$ cat src/rtl/exec_pkg.sv
// Shared types and helpers for the Curveball execute stage.
package exec_pkg;

   // Operation select; codes 12..14 are the iterative multiply/divide ops.
   typedef enum logic [3:0] {
      OP_ADD  = 4'd0,
      OP_SUB  = 4'd1,
      OP_AND  = 4'd2,
      OP_OR   = 4'd3,
      OP_XOR  = 4'd4,
      OP_NOR  = 4'd5,
      OP_SLL  = 4'd6,
      OP_SRL  = 4'd7,
      OP_SRA  = 4'd8,
      OP_SLT  = 4'd9,
      OP_SLTU = 4'd10,
      OP_LUI  = 4'd11,
      OP_MUL  = 4'd12,
      OP_DIV  = 4'd13,
      OP_DIVU = 4'd14,
      OP_NOP  = 4'd15
   } op_t;

   // Operand source; the reserved code falls back to the register file.
   typedef enum logic [1:0] {
      FWD_REG   = 2'd0,
      FWD_EXMEM = 2'd1,
      FWD_MEMWB = 2'd2,
      FWD_RSVD  = 2'd3
   } fwd_t;

   // Flag update mode.
   typedef enum logic [1:0] {
      FLAG_HOLD = 2'd0,
      FLAG_EQ   = 2'd1,
      FLAG_LT   = 2'd2,
      FLAG_LTU  = 2'd3
   } flag_t;

   // Multiply/divide sequencer states.
   typedef enum logic [1:0] {
      MD_IDLE = 2'd0,
      MD_BUSY = 2'd1,
      MD_DONE = 2'd2
   } md_state_t;

   // True for operations handled by the iterative unit.
   function automatic logic is_multicycle(input op_t op);
      return (op == OP_MUL) || (op == OP_DIV) || (op == OP_DIVU);
   endfunction

endpackage

$ cat src/rtl/md_unit.sv
// Iterative radix-2 multiply (shift-add) and restoring divide unit.
// One step per cycle for WIDTH cycles; results land in lo/hi registers
// on the final BUSY edge and are held until the next completed operation.
module md_unit
   import exec_pkg::*;
#(
   parameter int WIDTH = 16,
   parameter int CNT_W = $clog2(WIDTH)
) (
   input  logic             clk,
   input  logic             rst,
   input  logic             start,
   input  logic             kill,
   input  op_t              op,
   input  logic [WIDTH-1:0] a,
   input  logic [WIDTH-1:0] b,
   output logic             busy,
   output logic             done,
   output md_state_t        state,
   output logic [WIDTH-1:0] lo,
   output logic [WIDTH-1:0] hi
);

   md_state_t        state_q, state_d;
   logic [CNT_W-1:0] cnt_q;
   op_t              op_q;
   // acc: product high half / partial remainder.
   // sh:  multiplier shifting out / dividend shifting out, quotient shifting in.
   // opnd: multiplicand / divisor magnitude.
   logic [WIDTH-1:0] acc_q, sh_q, opnd_q;
   logic [WIDTH-1:0] dvd_q;
   logic             neg_quo_q, neg_rem_q, div_zero_q;
   logic [WIDTH-1:0] lo_q, hi_q;

   logic [WIDTH-1:0] step_acc, step_sh;
   logic [WIDTH:0]   mul_sum, div_shift, div_trial;
   logic             div_ge;
   logic [WIDTH-1:0] fin_lo, fin_hi;
   logic             a_neg, b_neg;
   logic [WIDTH-1:0] a_mag, b_mag;

   assign busy  = (state_q == MD_BUSY);
   assign done  = (state_q == MD_DONE);
   assign state = state_q;
   assign lo    = lo_q;
   assign hi    = hi_q;

   // Operand magnitudes and signs captured at issue (signed DIV only).
   always_comb begin
      a_neg = (op == OP_DIV) && a[WIDTH-1];
      b_neg = (op == OP_DIV) && b[WIDTH-1];
      a_mag = a_neg ? (~a + 1'b1) : a;
      b_mag = b_neg ? (~b + 1'b1) : b;
   end

   // One radix-2 step of the selected operation plus the final correction.
   always_comb begin
      mul_sum   = {1'b0, acc_q} + (sh_q[0] ? {1'b0, opnd_q} : '0);
      div_shift = {acc_q, sh_q[WIDTH-1]};
      div_trial = div_shift - {1'b0, opnd_q};
      div_ge    = (div_shift >= {1'b0, opnd_q});
      step_acc  = '0;
      step_sh   = '0;
      fin_lo    = '0;
      fin_hi    = '0;
      if (op_q == OP_MUL) begin
         step_acc = mul_sum[WIDTH:1];
         step_sh  = {mul_sum[0], sh_q[WIDTH-1:1]};
         fin_lo   = step_sh;
         fin_hi   = step_acc;
      end else begin
         // Partial remainder stays below the divisor, so WIDTH bits suffice.
         step_acc = div_ge ? div_trial[WIDTH-1:0] : div_shift[WIDTH-1:0];
         step_sh  = {sh_q[WIDTH-2:0], div_ge};
         if (div_zero_q) begin
            fin_lo = '1;
            fin_hi = dvd_q;
         end else begin
            fin_lo = neg_quo_q ? (~step_sh + 1'b1) : step_sh;
            fin_hi = neg_rem_q ? (~step_acc + 1'b1) : step_acc;
         end
      end
   end

   // Next-state logic; kill wins from any state.
   always_comb begin
      state_d = state_q;
      case (state_q)
         MD_IDLE: if (start) state_d = MD_BUSY;
         MD_BUSY: if (cnt_q == '0) state_d = MD_DONE;
         MD_DONE: state_d = MD_IDLE;
         default: state_d = MD_IDLE;
      endcase
      if (kill) state_d = MD_IDLE;
   end

   // State, working registers and result registers.
   always_ff @(posedge clk) begin
      if (!rst) begin
         state_q    <= MD_IDLE;
         cnt_q      <= '0;
         op_q       <= OP_NOP;
         acc_q      <= '0;
         sh_q       <= '0;
         opnd_q     <= '0;
         dvd_q      <= '0;
         neg_quo_q  <= 1'b0;
         neg_rem_q  <= 1'b0;
         div_zero_q <= 1'b0;
         lo_q       <= '0;
         hi_q       <= '0;
      end else begin
         state_q <= state_d;
         if (state_q == MD_IDLE && start && !kill) begin
            op_q       <= op;
            cnt_q      <= CNT_W'(WIDTH - 1);
            acc_q      <= '0;
            dvd_q      <= a;
            neg_quo_q  <= a_neg ^ b_neg;
            neg_rem_q  <= a_neg;
            div_zero_q <= (b == '0);
            if (op == OP_MUL) begin
               sh_q   <= b;
               opnd_q <= a;
            end else begin
               sh_q   <= a_mag;
               opnd_q <= b_mag;
            end
         end else if (state_q == MD_BUSY && !kill) begin
            acc_q <= step_acc;
            sh_q  <= step_sh;
            cnt_q <= cnt_q - 1'b1;
            if (cnt_q == '0) begin
               lo_q <= fin_lo;
               hi_q <= fin_hi;
            end
         end
      end
   end

endmodule

$ cat src/rtl/exec_stage_p.sv
// Execute stage: operand forwarding, single-cycle ALU, condition flag and
// an iterative multiply/divide unit that stalls the pipeline while busy.
module exec_stage_p
   import exec_pkg::*;
#(
   parameter int WIDTH = 16,
   parameter int CNT_W = $clog2(WIDTH)
) (
   input  logic             clk,
   input  logic             rst,
   input  logic             valid,
   input  logic             flush,
   input  op_t              op,
   input  logic [1:0]       fwd_a,
   input  logic [1:0]       fwd_b,
   input  logic [WIDTH-1:0] rs_data,
   input  logic [WIDTH-1:0] rt_data,
   input  logic [WIDTH-1:0] fwd_exmem,
   input  logic [WIDTH-1:0] fwd_memwb,
   input  logic [1:0]       set_flag,
   output logic [WIDTH-1:0] alu_out,
   output logic [WIDTH-1:0] hi_rem,
   output logic             flag,
   output logic             stall,
   output logic [WIDTH-1:0] rs_pass
);

   logic [WIDTH-1:0] opnd_a, opnd_b, alu_res;
   logic [CNT_W-1:0] shamt;
   logic             mc_op, md_start, md_busy, md_done, md_idle, flag_en;
   md_state_t        md_state;
   logic [WIDTH-1:0] md_lo, md_hi;

   assign rs_pass = rs_data;
   assign shamt   = opnd_b[CNT_W-1:0];
   assign mc_op   = is_multicycle(op);
   assign md_idle = (md_state == MD_IDLE);
   // The unit only accepts a start while idle; flush is applied as kill.
   assign md_start = valid && mc_op;
   // Depends only on state, valid, op and flush, never on alu_out.
   assign stall   = rst && !flush && (md_busy || (md_idle && valid && mc_op));
   assign flag_en = valid && !flush && !stall && (flag_t'(set_flag) != FLAG_HOLD);
   assign hi_rem  = md_hi;
   assign alu_out = !rst ? '0 : (md_done ? md_lo : alu_res);

   // Forwarding muxes for both operands.
   always_comb begin
      case (fwd_t'(fwd_a))
         FWD_EXMEM: opnd_a = fwd_exmem;
         FWD_MEMWB: opnd_a = fwd_memwb;
         default:   opnd_a = rs_data;
      endcase
      case (fwd_t'(fwd_b))
         FWD_EXMEM: opnd_b = fwd_exmem;
         FWD_MEMWB: opnd_b = fwd_memwb;
         default:   opnd_b = rt_data;
      endcase
   end

   // Single-cycle ALU; multi-cycle ops produce zero here.
   always_comb begin
      alu_res = '0;
      case (op)
         OP_ADD:  alu_res = opnd_a + opnd_b;
         OP_SUB:  alu_res = opnd_a - opnd_b;
         OP_AND:  alu_res = opnd_a & opnd_b;
         OP_OR:   alu_res = opnd_a | opnd_b;
         OP_XOR:  alu_res = opnd_a ^ opnd_b;
         OP_NOR:  alu_res = ~(opnd_a | opnd_b);
         OP_SLL:  alu_res = opnd_a << shamt;
         OP_SRL:  alu_res = opnd_a >> shamt;
         OP_SRA:  alu_res = WIDTH'($signed(opnd_a) >>> shamt);
         OP_SLT:  alu_res = {{(WIDTH-1){1'b0}}, ($signed(opnd_a) < $signed(opnd_b))};
         OP_SLTU: alu_res = {{(WIDTH-1){1'b0}}, (opnd_a < opnd_b)};
         OP_LUI:  alu_res = opnd_b << (WIDTH / 2);
         default: alu_res = '0;
      endcase
   end

   // Condition flag register.
   always_ff @(posedge clk) begin
      if (!rst) begin
         flag <= 1'b0;
      end else if (flag_en) begin
         case (flag_t'(set_flag))
            FLAG_EQ:  flag <= (opnd_a == opnd_b);
            FLAG_LT:  flag <= ($signed(opnd_a) < $signed(opnd_b));
            FLAG_LTU: flag <= (opnd_a < opnd_b);
            default:  flag <= flag;
         endcase
      end
   end

   md_unit #(
      .WIDTH (WIDTH),
      .CNT_W (CNT_W)
   ) u_md (
      .clk   (clk),
      .rst   (rst),
      .start (md_start),
      .kill  (flush),
      .op    (op),
      .a     (opnd_a),
      .b     (opnd_b),
      .busy  (md_busy),
      .done  (md_done),
      .state (md_state),
      .lo    (md_lo),
      .hi    (md_hi)
   );

endmodule

$ cat config.mk
export PLATFORM = sky130hd
export DESIGN_NAME = exec_stage_p
export DESIGN_NICKNAME = d
export VERILOG_FILES = /design/src/rtl/exec_pkg.sv /design/src/rtl/md_unit.sv /design/src/rtl/exec_stage_p.sv
export SDC_FILE = /design/constraint.sdc
export NUM_CORES = 1
export LEC_CHECK = 0
export ABC_CLOCK_PERIOD_IN_PS = 10300
export BUFFER_PORTS_ARGS = -buffer_cell sky130_fd_sc_hd__buf_2
export CORE_UTILIZATION = 39
export CTS_CLUSTER_SIZE = 40
export DETAILED_ROUTE_END_ITERATION = 10
export PLACE_DENSITY = 0.62
export SLEW_MARGIN = 20
export SYNTH_ARGS = -nofsm -noshare
export SYNTH_HDL_FRONTEND = slang
export SYNTH_HIERARCHICAL = 1
export SYNTH_SLANG_ARGS = --single-unit
$ cat constraint.sdc
create_clock -name clk -period 10.3 [get_ports clk]
set_clock_uncertainty 0.15 [all_clocks]
set_input_delay 1.545 -clock clk [delete_from_list [all_inputs] [get_ports clk]]
set_output_delay 1.545 -clock clk [all_outputs]
set_load 0.1 [all_outputs]
==> impl_results.md <==
* Clock Power Share at 21.4%
* GRT busiest layer: met2
* Synthesized flop and latch total at 110
* Avg Cell Area, Syn at 6.96 um2
* Die width at 189 um
* Cell Area, Synth at 13700 um2
* Worst vdd ir at 63.8 uV
* GRT Residual Overflow at 0
* Met3 usage at 6.12%
* Crit start category: input pin
* Port Buffers at 127
* CTS Hold Bufs at 0
* Top_reg_cell synth: dfxtp_1
* Gpl congestion at 1.05
* TNS Setup at 0 ps
* Post-synth top cells: nand2_1 (247), nor2_1 (193), a21oi_1 (130), o21ai_0 (117), dfxtp_1 (110)
* RSZ-0062 raised after global routing: no
* HPWL after DPL at 44.1 mm
* Slew margin rel. at 24.9%
* Fraction of registers with async set or reset after synthesis at 0%
* Setup violators final at 0
* CTS tree: built
* Share of layout cells above drive strength 1 at 10.9%
* Max Cap Viol at 0
* Antenna violations before repair at 0
* Sequential Power Share at 25.3%
* Skew-Pair Late Insertion Delay at 360 ps
* Power Internal at 911 uW
* Seq/Total Area, Yosys at 16.1%
* Clock sinks at 110
* Routing usage on met2 at 47.1%
* Tmin final at 8490 ps
* Via/cell ratio at 6.37
* # Post-CTS Setup Buffers at 0
* Worst endpoint data arrival time at 6800 ps
* Post-detailed-route DRC marker count at 0
* Syn_nets at 2138
* Logic gate share of total power at 53.3%
* P_sw at 830 uW
* Count of cell types in the netlist at 92
* Avg WL per Cell at 23.5 um
* Hold Path Class: reg2reg
* Post-CTS Resized at 0
* Layout area overhead at 7.50%
* Yosys Warn Count at 6
* Met1 GRT Util at 43.1%
* Top cell type's share of synthesized area at 16.1%
* First-pass DRT Iterations at 7
* CP Data Required Time at 8610 ps
* Core Footprint at 34500 um2
* Worst setup EP type: output pin
* CP max FO at 32
* Largest net degree at the start of global routing at 64
* Post-route antenna net violation count at 0
* Yosys top cell by area: dfxtp_1
* WL final at 57.1 mm
* Initial Util at 39.6%
* Final Hold Fails at 0
* Fin crit share at 82.4%
* Mapped Cells at 1963
* Least-Margin Pin Slew at 1120 ps
* Reg-to-Reg Start: u_md/opnd_q[6]
* Pwr Density at 118 nW/um2
* Tot Pwr at 1740 uW
* Status: completed
* NumNets Final at 2147
* Critical path origin: fwd_b[0]
* Core Util, Final at 42.5%
* IO Count at 128
* Max H-tree Level at 3
* First-pass GRT wire length at 84.6 mm
* Die ar. at 35800 um2
* Diode count at 0
* Post-synth EDFFs at 0
* Setup Crit Path Kind: in2out
* CTS Buf Count at 9
* Clock Path Buffers at 2
* Leak at 0.00600 uW
* Sw Ratio at 47.7%
* Via count at 15498
* Root Driver: clkbuf_16
* Gr usage total at 30.8%
* Hold Startpoint: u_md/dvd_q[2]
* Worst-path clk slew at 80 ps
* Iter 0 DRT Violations at 1758
* Top-count cell post-synth: nand2_1
* Fmax at 118 MHz
* Vias in the first global route at 13645
* # rows at 68
* Synth area leaders: dfxtp_1 (16%), ha_1 (8.5%), nand2_1 (6.8%)
* Die H at 189 um
* Max-slew violations at 0
[cells in the final DEF, fill, tap and decap left out, drive strengths merged, types with 17 or more instances in the layout]
| cell | instances |
|---|---|
| nand2 | 247 |
| nor2 | 193 |
| buf | 157 |
| o21ai | 144 |
| a21oi | 131 |
| dfxtp | 110 |
| inv | 94 |
| ha | 93 |
| o211ai | 51 |
| nor3 | 51 |
| nand3 | 48 |
| mux2i | 45 |
| a211oi | 44 |
| o21a | 42 |
| xor2 | 40 |
| a21boi | 39 |
| xnor2 | 36 |
| o31ai | 27 |
| a31oi | 25 |
| a22oi | 24 |
| or3 | 23 |
| nor2b | 21 |
| and2 | 21 |
| nand2b | 19 |
| mux2 | 19 |
| a21o | 17 |
| a221oi | 17 |
[kinds of logic (layout without fill, tap and decap cells)]
logic type,Yosys count,in the layout,share of synthesized area [%]
mux,66,66,5.27
flops,110,110,16.1
fa+ha+maj,97,97,9.10
buf+inv,253,267,8.02
xor+xnor,76,76,4.87
compound gates,679,679,33.8
simple gates,682,682,22.8
[cell type report]
type | count | area (um2)
clock buffers | 10 | 229
clock inverters | 6 | 80.1
fillers | 3694 | 19900
inverters | 94 | 355
multi-input cells | 1600 | 10400
flip-flops and latches | 110 | 2200
well taps | 455 | 569
repair buffers | 157 | 861
[critical path: stages]
cell	delay, ps
buf_2	100
inv_1	40
ha_1	820
nor2b_1	210
or2_1	110
buf_4	350
inv_4	220
ha_1	290
inv_1	80
fa_1	210
o21bai_1	120
a211oi_1	690
o221ai_1	340
o41ai_1	570
o31ai_1	160
xnor2_1	170
nand2_1	70
a41oi_1	230
buf_2	460
[through the flow]
step | hold WS [ps] | setup WS, ps | cell area, um2 | cells
floorplan | 286 | 2350 | 13700 | 1963
global placement | 297 | 2100 | 14400 | 2416
detailed placement | 302 | 1960 | 14400 | 2416
CTS | 313 | 1940 | 14700 | 2432
global route | 338 | 1610 | 14700 | 2432
finish | 307 | 1810 | 14700 | 2432
[path summary, 6_finish.rpt]
check | endpoint | slack [ps] | depth (start not counted)
worst max-delay path | alu_out[14] | 1810 | 19
worst min-delay path | u_md/dvd_q[2] | 310 | 2
worst max register to register | u_md/hi[14] | 5260 | 17
worst min register to register | u_md/dvd_q[2] | 310 | 2
[power by group through the flow]
stage,clock network (uW),registers [uW],logic [uW]
finish,373,440,927
floorplan,0,452,645
global placement,0,450,898
CTS,381,440,898
global route,398,441,977
detailed placement,0,450,893
[routing by layer]
layer | wire, um | vias to the layer above
met5 | 0 | -
met4 | 1970 | 0
met3 | 5480 | 134
met2 | 24700 | 862
met1 | 25000 | 7355
li1 | - | 7147
[sequential cells by signal (all words and copies together), names as in the netlist]
register         count
u_md/dvd_q          16
u_md/neg_rem_q       1
u_md/opnd_q         16
u_md/state           2
flag                 1
u_md/lo             16
u_md/cnt_q           4
u_md/op_q            4
u_md/neg_quo_q       1
u_md/acc_q          16
u_md/div_zero_q      1
u_md/sh_q           16
u_md/hi             16
No activity file was read; power rests on OpenSTA's default activity.
